$ cat src/rtl/sound_arbiter.sv
// Purpose : shares one piezo tone driver between alarm, keypad click and lullaby (priority in that order),
//           inserting a silent guard gap whenever ownership changes.
// Latency : grant/owner follow a request one cycle later; play_sound carries the beat two cycles after it is presented.
// Backpressure: none; requests are levels and are re-arbitrated every cycle. A click is held pending until it can be played.
//
// Ports:
//   clock, reset        system clock, synchronous active-high reset
//   alarm_req/_beat     alarm generator request level and 13-bit tone code
//   lull_req/_beat      lullaby generator request level and 13-bit tone code
//   key_pulse           single-cycle keypad strobe (requests a click)
//   mute                forces play_sound to 0 without stopping arbitration
//   play_sound          tone code to the piezo, 0 = silent
//   alarm_grant         alarm owns the piezo
//   lull_grant          lullaby owns the piezo
//   owner               0 none/gap, 1 alarm, 2 click, 3 lullaby
//   busy                arbiter is not idle
// Build option: define SOUND_ARB_CLICK_EN to include the keypad click path; without it key_pulse is ignored.
module sound_arbiter #(
    parameter int          GAP_CYCLES   = 2000,
    parameter int          CLICK_CYCLES = 50000,
    parameter logic [12:0] CLICK_NOTE   = 13'd1
) (
    input  logic        clock,
    input  logic        reset,
    input  logic        alarm_req,
    input  logic [12:0] alarm_beat,
    input  logic        lull_req,
    input  logic [12:0] lull_beat,
    input  logic        key_pulse,
    input  logic        mute,
    output logic [12:0] play_sound,
    output logic        alarm_grant,
    output logic        lull_grant,
    output logic [1:0]  owner,
    output logic        busy
);

    localparam int MAX_CYC = (GAP_CYCLES > CLICK_CYCLES) ? GAP_CYCLES : CLICK_CYCLES;
    localparam int CNT_W   = $clog2(MAX_CYC + 1);

    // Counter is loaded with N-1 on entry so the state lasts exactly N cycles
    // and the exit decision is taken in the cycle where it reads zero.
    localparam logic [CNT_W-1:0] GAP_LOAD = CNT_W'(GAP_CYCLES - 1);
`ifdef SOUND_ARB_CLICK_EN
    localparam logic [CNT_W-1:0] CLICK_LOAD = CNT_W'(CLICK_CYCLES - 1);
`endif

    typedef enum logic [2:0] {
        S_IDLE,
        S_GAP,
        S_ALARM,
`ifdef SOUND_ARB_CLICK_EN
        S_CLICK,
`endif
        S_LULL
    } state_t;

    state_t             state;
    state_t             state_nxt;
    state_t             sel;
    logic [CNT_W-1:0]   cnt;
    logic [CNT_W-1:0]   cnt_nxt;
    logic               click_eff;
    logic [12:0]        alarm_beat_d;
    logic [12:0]        lull_beat_d;
    logic [12:0]        play_nxt;
    logic [1:0]         owner_nxt;

`ifdef SOUND_ARB_CLICK_EN
    logic               click_pending;
    logic               click_pending_nxt;
`else
    logic               unused_click;
    assign unused_click = key_pulse ^ (^CLICK_NOTE);
`endif

    always_comb begin
        // A keypress is visible to arbitration in the same cycle it arrives,
        // so a click requested together with the lullaby from idle goes first.
        click_eff = 1'b0;
`ifdef SOUND_ARB_CLICK_EN
        click_eff = click_pending | (key_pulse & ~alarm_req & (state != S_ALARM));
`endif

        if (alarm_req) begin
            sel = S_ALARM;
        end
`ifdef SOUND_ARB_CLICK_EN
        else if (click_eff) begin
            sel = S_CLICK;
        end
`endif
        else if (lull_req) begin
            sel = S_LULL;
        end else begin
            sel = S_IDLE;
        end

        state_nxt = state;
        case (state)
            S_IDLE:  state_nxt = sel;
            S_ALARM: if (!alarm_req) state_nxt = S_GAP;
            S_LULL:  if (!lull_req || alarm_req || click_eff) state_nxt = S_GAP;
`ifdef SOUND_ARB_CLICK_EN
            S_CLICK: if (alarm_req || (cnt == '0)) state_nxt = S_GAP;
`endif
            // sel is taken at expiry, so requests that vanished during the gap are not granted.
            S_GAP:   if (cnt == '0) state_nxt = sel;
            default: state_nxt = S_IDLE;
        endcase

        cnt_nxt = cnt;
        if (state_nxt != state) begin
            case (state_nxt)
                S_GAP:   cnt_nxt = GAP_LOAD;
`ifdef SOUND_ARB_CLICK_EN
                S_CLICK: cnt_nxt = CLICK_LOAD;
`endif
                default: cnt_nxt = '0;
            endcase
        end else if (cnt != '0) begin
            cnt_nxt = cnt - CNT_W'(1);
        end

`ifdef SOUND_ARB_CLICK_EN
        click_pending_nxt = ((state_nxt == S_CLICK) && (state != S_CLICK)) ? 1'b0 : click_eff;
`endif

        owner_nxt = 2'd0;
        play_nxt  = 13'd0;
        case (state_nxt)
            S_ALARM: begin
                owner_nxt = 2'd1;
                play_nxt  = alarm_beat_d;
            end
`ifdef SOUND_ARB_CLICK_EN
            S_CLICK: begin
                owner_nxt = 2'd2;
                play_nxt  = CLICK_NOTE;
            end
`endif
            S_LULL: begin
                owner_nxt = 2'd3;
                play_nxt  = lull_beat_d;
            end
            default: begin
                owner_nxt = 2'd0;
                play_nxt  = 13'd0;
            end
        endcase
        if (mute) play_nxt = 13'd0;
    end

    always_ff @(posedge clock) begin
        if (reset) begin
            state         <= S_IDLE;
            cnt           <= '0;
            alarm_beat_d  <= 13'd0;
            lull_beat_d   <= 13'd0;
            play_sound    <= 13'd0;
            alarm_grant   <= 1'b0;
            lull_grant    <= 1'b0;
            owner         <= 2'd0;
            busy          <= 1'b0;
`ifdef SOUND_ARB_CLICK_EN
            click_pending <= 1'b0;
`endif
        end else begin
            state         <= state_nxt;
            cnt           <= cnt_nxt;
            alarm_beat_d  <= alarm_beat;
            lull_beat_d   <= lull_beat;
            play_sound    <= play_nxt;
            alarm_grant   <= (state_nxt == S_ALARM);
            lull_grant    <= (state_nxt == S_LULL);
            owner         <= owner_nxt;
            busy          <= (state_nxt != S_IDLE);
`ifdef SOUND_ARB_CLICK_EN
            click_pending <= click_pending_nxt;
`endif
        end
    end

endmodule

$ cat config.mk
export PLATFORM = sky130hd
export DESIGN_NAME = sound_arbiter
export DESIGN_NICKNAME = d
export VERILOG_FILES = /design/src/rtl/sound_arbiter.sv
export SDC_FILE = /design/constraint.sdc
export NUM_CORES = 1
export LEC_CHECK = 0
export CORE_UTILIZATION = 40
export CTS_CLUSTER_SIZE = 14
export DETAILED_ROUTE_END_ITERATION = 7
export PLACE_DENSITY_LB_ADDON = 0.25
export SETUP_SLACK_MARGIN = 0.4
export SLEW_MARGIN = 20
export SYNTH_ARGS = -nofsm -noshare
export SYNTH_HDL_FRONTEND = slang
export SYNTH_SLANG_ARGS = --single-unit
$ cat constraint.sdc
create_clock -name clock -period 2.6 [get_ports clock]
set_clock_uncertainty 0.1 [all_clocks]
set_input_delay 0.52 -clock clock [delete_from_list [all_inputs] [get_ports clock]]
set_output_delay 0.52 -clock clock [all_outputs]
set_load 0.02 [all_outputs]
## After elaboration in Yosys (flattened, before gate mapping)

Index checks and enable logic that the tools add are counted.
W data, S select, Z words.

| storage, ports and cells | value |
|---|---|
| bits in registers | 63 |
| bits of input ports | 32 |
| output and inout port bits | 18 |
| word-level logic and storage cells | 36 |

| cells by class | value |
|---|---|
| add/subtract/negate cells | 1 |
| eq/ne operators | 7 |
| muxes and demuxes | 11 |
| reduce and logical (&&, ||, !) cells | 8 |

Operator list:

| cell | number |
|---|---|
| $mux W16 | 2 |
| $pmux W13 S2 | 1 |
| $logic_not A16 Y1 | 1 |
| $reduce_bool A16 Y1 | 1 |
| $sub A16 B1 Y16 const B | 1 |
| $eq A3 B2 Y1 const B | 4 |
| $mux W3 | 4 |
| $pmux W3 S4 | 1 |
| $mux W11 | 1 |
| $eq A3 B1 Y1 const B | 2 |
| $pmux W2 S2 | 1 |
| $logic_not A3 Y1 | 1 |
| $ne A3 B3 Y1 | 1 |
| $reduce_bool A3 Y1 | 1 |
| $mux W2 | 1 |
| $reduce_bool A2 Y1 | 1 |
| $reduce_or A2 Y1 | 1 |
| $logic_not A1 Y1 | 1 |
| $logic_or A1 B1 Y1 | 1 |

## Depth between registers and ports, before layout

| logic depth | value |
|---|---|
| word-level depth | 7 |
| mapped depth | 8 |
| mapped depth without buffers | 6 |

## Worst setup path before layout

Ideal clock, no wire load.

| path | value |
|---|---|
| path type | reg2reg |
| start | reg cnt[10] |
| end | reg cnt[11] |
| setup time | 0.132 ns |
| data arrival time | 2.162 ns |
| required time | 2.368 ns |
| path slack | 0.206 ns |
| cell stages (with the launch flop) | 8 |
| path buffers | 2 |
| period minus slack after synthesis | 2.394 ns |
| cells stage by stage | dfxtp_1 -> or4_4 -> or4b_4 -> buf_6 -> o211ai_4 -> and2_1 -> buf_2 -> nor3_1 |

| on the way | value |
|---|---|
| word-level cells in the longest chain between the ends | 5 |
| elaborated cells between the ends (all ways) | 9 |
| classes of those cells | 1 x add/sub; 1 x eq/ne; 4 x mux; 3 x reduce/logical |

Ends and longest elaborated chain:

| element | RTL line | RTL |
|---|---|---|
| from (decl) | 61 | `logic [CNT_W-1:0] cnt;` |
| from (signal assigned) | 170 | `cnt <= cnt_nxt;` |
| parallel branches: the longest is 5 deep, another holds $sub A16 B1 Y16 | -- |  |

Parallel ways; which one is timed is not known. The select of a mux whose other input is x is not followed.
A chain may end at the register's enable or synchronous reset.

## Final worst setup path

| path | value |
|---|---|
| start | reg cnt[11] |
| end | reg cnt[5] |

| on the way | value |
|---|---|
| word-level cells in the longest chain between the ends | 5 |
| elaborated cells between the ends (all ways) | 7 |
| classes of those cells | 1 x eq/ne; 3 x mux; 3 x reduce/logical |

Ends and longest elaborated chain:

| element | RTL line | RTL |
|---|---|---|
| $logic_not A16 Y1 | 108 | `S_GAP: if (cnt == '0) state_nxt = sel;` |
| $mux W3 | 108 |  |
| $pmux W3 S4 | 100 | `case (state)` |
| $ne A3 B3 Y1 | 113 | `if (state_nxt != state) begin` |
| $mux W16 or $reduce_bool A2 Y1 (tied branches) | -- |  |

Parallel ways exist; a longest one is shown, timed or not.

==> impl_metrics.json <==
{
  "min_period_ns": 2.290,
  "fp.dieH_um": 78.77,
  "numCtsBuffers": 9,
  "grt.overflow.total": 0,
  "rsz0062_at_grt": "true",
  "antenna_found_initial": 0,
  "slew_viol_final": 0,
  "p_total_mw": 2.436,
  "met3_usage": 0.05977,
  "synthCells": 221,
  "power_density_mw_per_mm2": 727.7,
  "hold_depth": 1,
  "required_ns": 2.71,
  "synth_edf_count": 0,
  "clkSlewWorstSetupHoldPaths_ns": 0.07,
  "min_path_type": "flip-flop to flip-flop",
  "clock-sinks": 62,
  "synth.yosys.seq_area_share": 0.5265,
  "ant_nets": 0,
  "numPortBuffers": 48,
  "grt_pass1_vias": 1744,
  "setup_viol": 0,
  "cts_buffer_depth": 2,
  "reg2reg_depth": 6,
  "yosysTopAreaCell": "dfxtp_1",
  "fin_crit_sh": 0.8807,
  "synth_top_cell_area_share": 0.5265,
  "synthTopCellsByCount": "62 x dfxtp_1, 28 x nor2b_1, 16 x nor3_1",
  "area_delta_synth_final_pct": 41.99,
  "fin_setup_tns_ns": 0,
  "grt_pass1_wl_um": 8114,
  "r2r_slack_ns": 0.31,
  "critPathArrivalTime_ns": 2.39,
  "ys.flop_type": "dfxtp_1",
  "outcome": "finished, final reports clean",
  "avgSynthCellArea_um2": 10.67,
  "use_met1": 0.2052,
  "num_rows": 27,
  "yosysMostFrequentCell": "dfxtp_1",
  "die_w_um": 78.77,
  "drive_gt1_frac": 0.2509,
  "holdWs_ns": 0.3409,
  "critPathKind": "flip-flop to flip-flop",
  "syn-num-nets": 255,
  "leakagePower_nw": 1.278,
  "wl_per_cell_um": 14.30,
  "die-area_mm2": 0.006204,
  "wirelength_um": 5133,
  "grt_max_degree": 40,
  "fmax_mhz": 436.7,
  "ys_ff_latch": 62,
  "start_kind": "flip-flop",
  "async_reset_ff_frac": 0,
  "clk_latency_ns": 0.34,
  "cts_root_buf": "clkbuf_8",
  "dp.final_hpwl_um": 3020,
  "gp_congestion": 0.7554,
  "drv_cap": 0,
  "peakVddDrop_mv": 0.3738,
  "top_usage_layer": "met2",
  "vias": 1819,
  "cts_tree": "done",
  "tightest_slew_ns": 0.5308,
  "n_fill_cell": 479,
  "antenna_cells": 0,
  "cp_max_fo": 4,
  "start_util": 0.4203,
  "finalHoldViolCount": 0,
  "synth.distinct_cells": 46,
  "drtIter0Drc": 60,
  "endpoint_kind": "flip-flop",
  "ioPinCount": 50,
  "slew_headroom": 0.6457,
  "use_met2": 0.2852,
  "vias_per_cell": 5.067,
  "synthTopCellsByArea": "dfxtp_1 53%, nor2b_1 7.4%, a22o_2 3.8%",
  "core_mm2": 0.005608,
  "htree_levels": 3,
  "track_usage": 0.1742,
  "ys_warn_count": 0,
  "drt_pre_antenna_iters": 4,
  "synth_area_mm2": 0.002357,
  "nets": 316,
  "drcViolationCount": 0
}
==> what timing repair did <==
action                                  in CTS  in global routing
setup buffers                                4                  1
endpoints found under the setup margin      32                 33
pin swaps                                   23                 23
hold buffers                                 0                  0
gates cloned                                 2                  1
resized for setup                           14                 20
==> sequential cells by signal, indices dropped and copies added, names as in the netlist <==
| name | cells |
|---|---|
| busy | 1 |
| lull_grant | 1 |
| state | 3 |
| alarm_grant | 1 |
| cnt | 16 |
| owner | 1 |
| play_sound | 13 |
| alarm_beat_d | 13 |
| lull_beat_d | 13 |
==> stage by stage <==
stage / instance area (um^2) / util / setup WS (ns) / cells
floorplan: 2370 / - / 0.3109 / 221
global placement: 2917 / 0.5201 / 0.1709 / 335
detailed placement: 2917 / 0.5201 / 0.1506 / 335
CTS: 3232 / 0.5763 / 0.2622 / 357
global route: 3347 / 0.5968 / 0.2486 / 359
finish: 3347 / 0.5968 / 0.3102 / 359
==> cell usage in the layout, fill, tap and decap left out, drive strengths merged, types with 8 or more instances in the layout <==
master          n
clkdlybuf4s50  48
xnor2          10
o21a            9
nor2b          28
clkbuf         10
buf            14
a21oi           8
inv             8
dfxtp          62
nor3           16
a22o           15
==> cells by family after synthesis <==
| kind of cell | synth area share |
|---|---|
| xor+xnor | 0.05201 |
| fa+ha+maj | 0.01061 |
| compound gates | 0.1651 |
| flops | 0.5265 |
| buf+inv | 0.04087 |
| other cells | 0.001591 |
| simple gates | 0.2033 |
==> layout make-up <==
class / instances / area, um^2 / share of cell area
Clock inverter: 7 / 102.6 / 0.03065
Sequential cell: 62 / 1244 / 0.3716
Clock buffer: 9 / 123.9 / 0.03701
Inverter: 5 / 18.77 / 0.005607
Tap cell: 72 / 90.09 / 0.02692
Timing Repair Buffer: 63 / 604.3 / 0.1806
Multi-Input combinational cell: 141 / 1164 / 0.3477
==> critical path, cell delays in order, from the launching register on <==
cell and delay, ns:
dfxtp_2 0.32, or4_4 0.53, or4b_4 0.56, buf_4 0.18
o211ai_1 0.24, xor2_1 0.18, nor3_1 0.06
==> layer usage <==
metal  vias to the layer above  share of wire
met2                        47           0.50
li1                        901              -
met4                         0          0.014
met1                       863           0.44
met3                         8          0.046
met5                         -              0
==> power breakdown <==
group,leakage (nW),internal (mW),total [mW],switching [mW]
combinational,0.657,0.226,0.463,0.237
clock,0.111,0.551,0.948,0.397
sequential,0.510,0.994,1.02,0.0310
total,1.28,1.77,2.44,0.666
==> final timing paths <==
path,from,end
setup / recovery,cnt[11],cnt[5]
hold / removal,alarm_beat_d[3],play_sound[3]
setup reg to reg,cnt[11],cnt[5]
hold reg to reg,alarm_beat_d[3],play_sound[3]
Note: power is estimated with default switching activity, not from simulation.
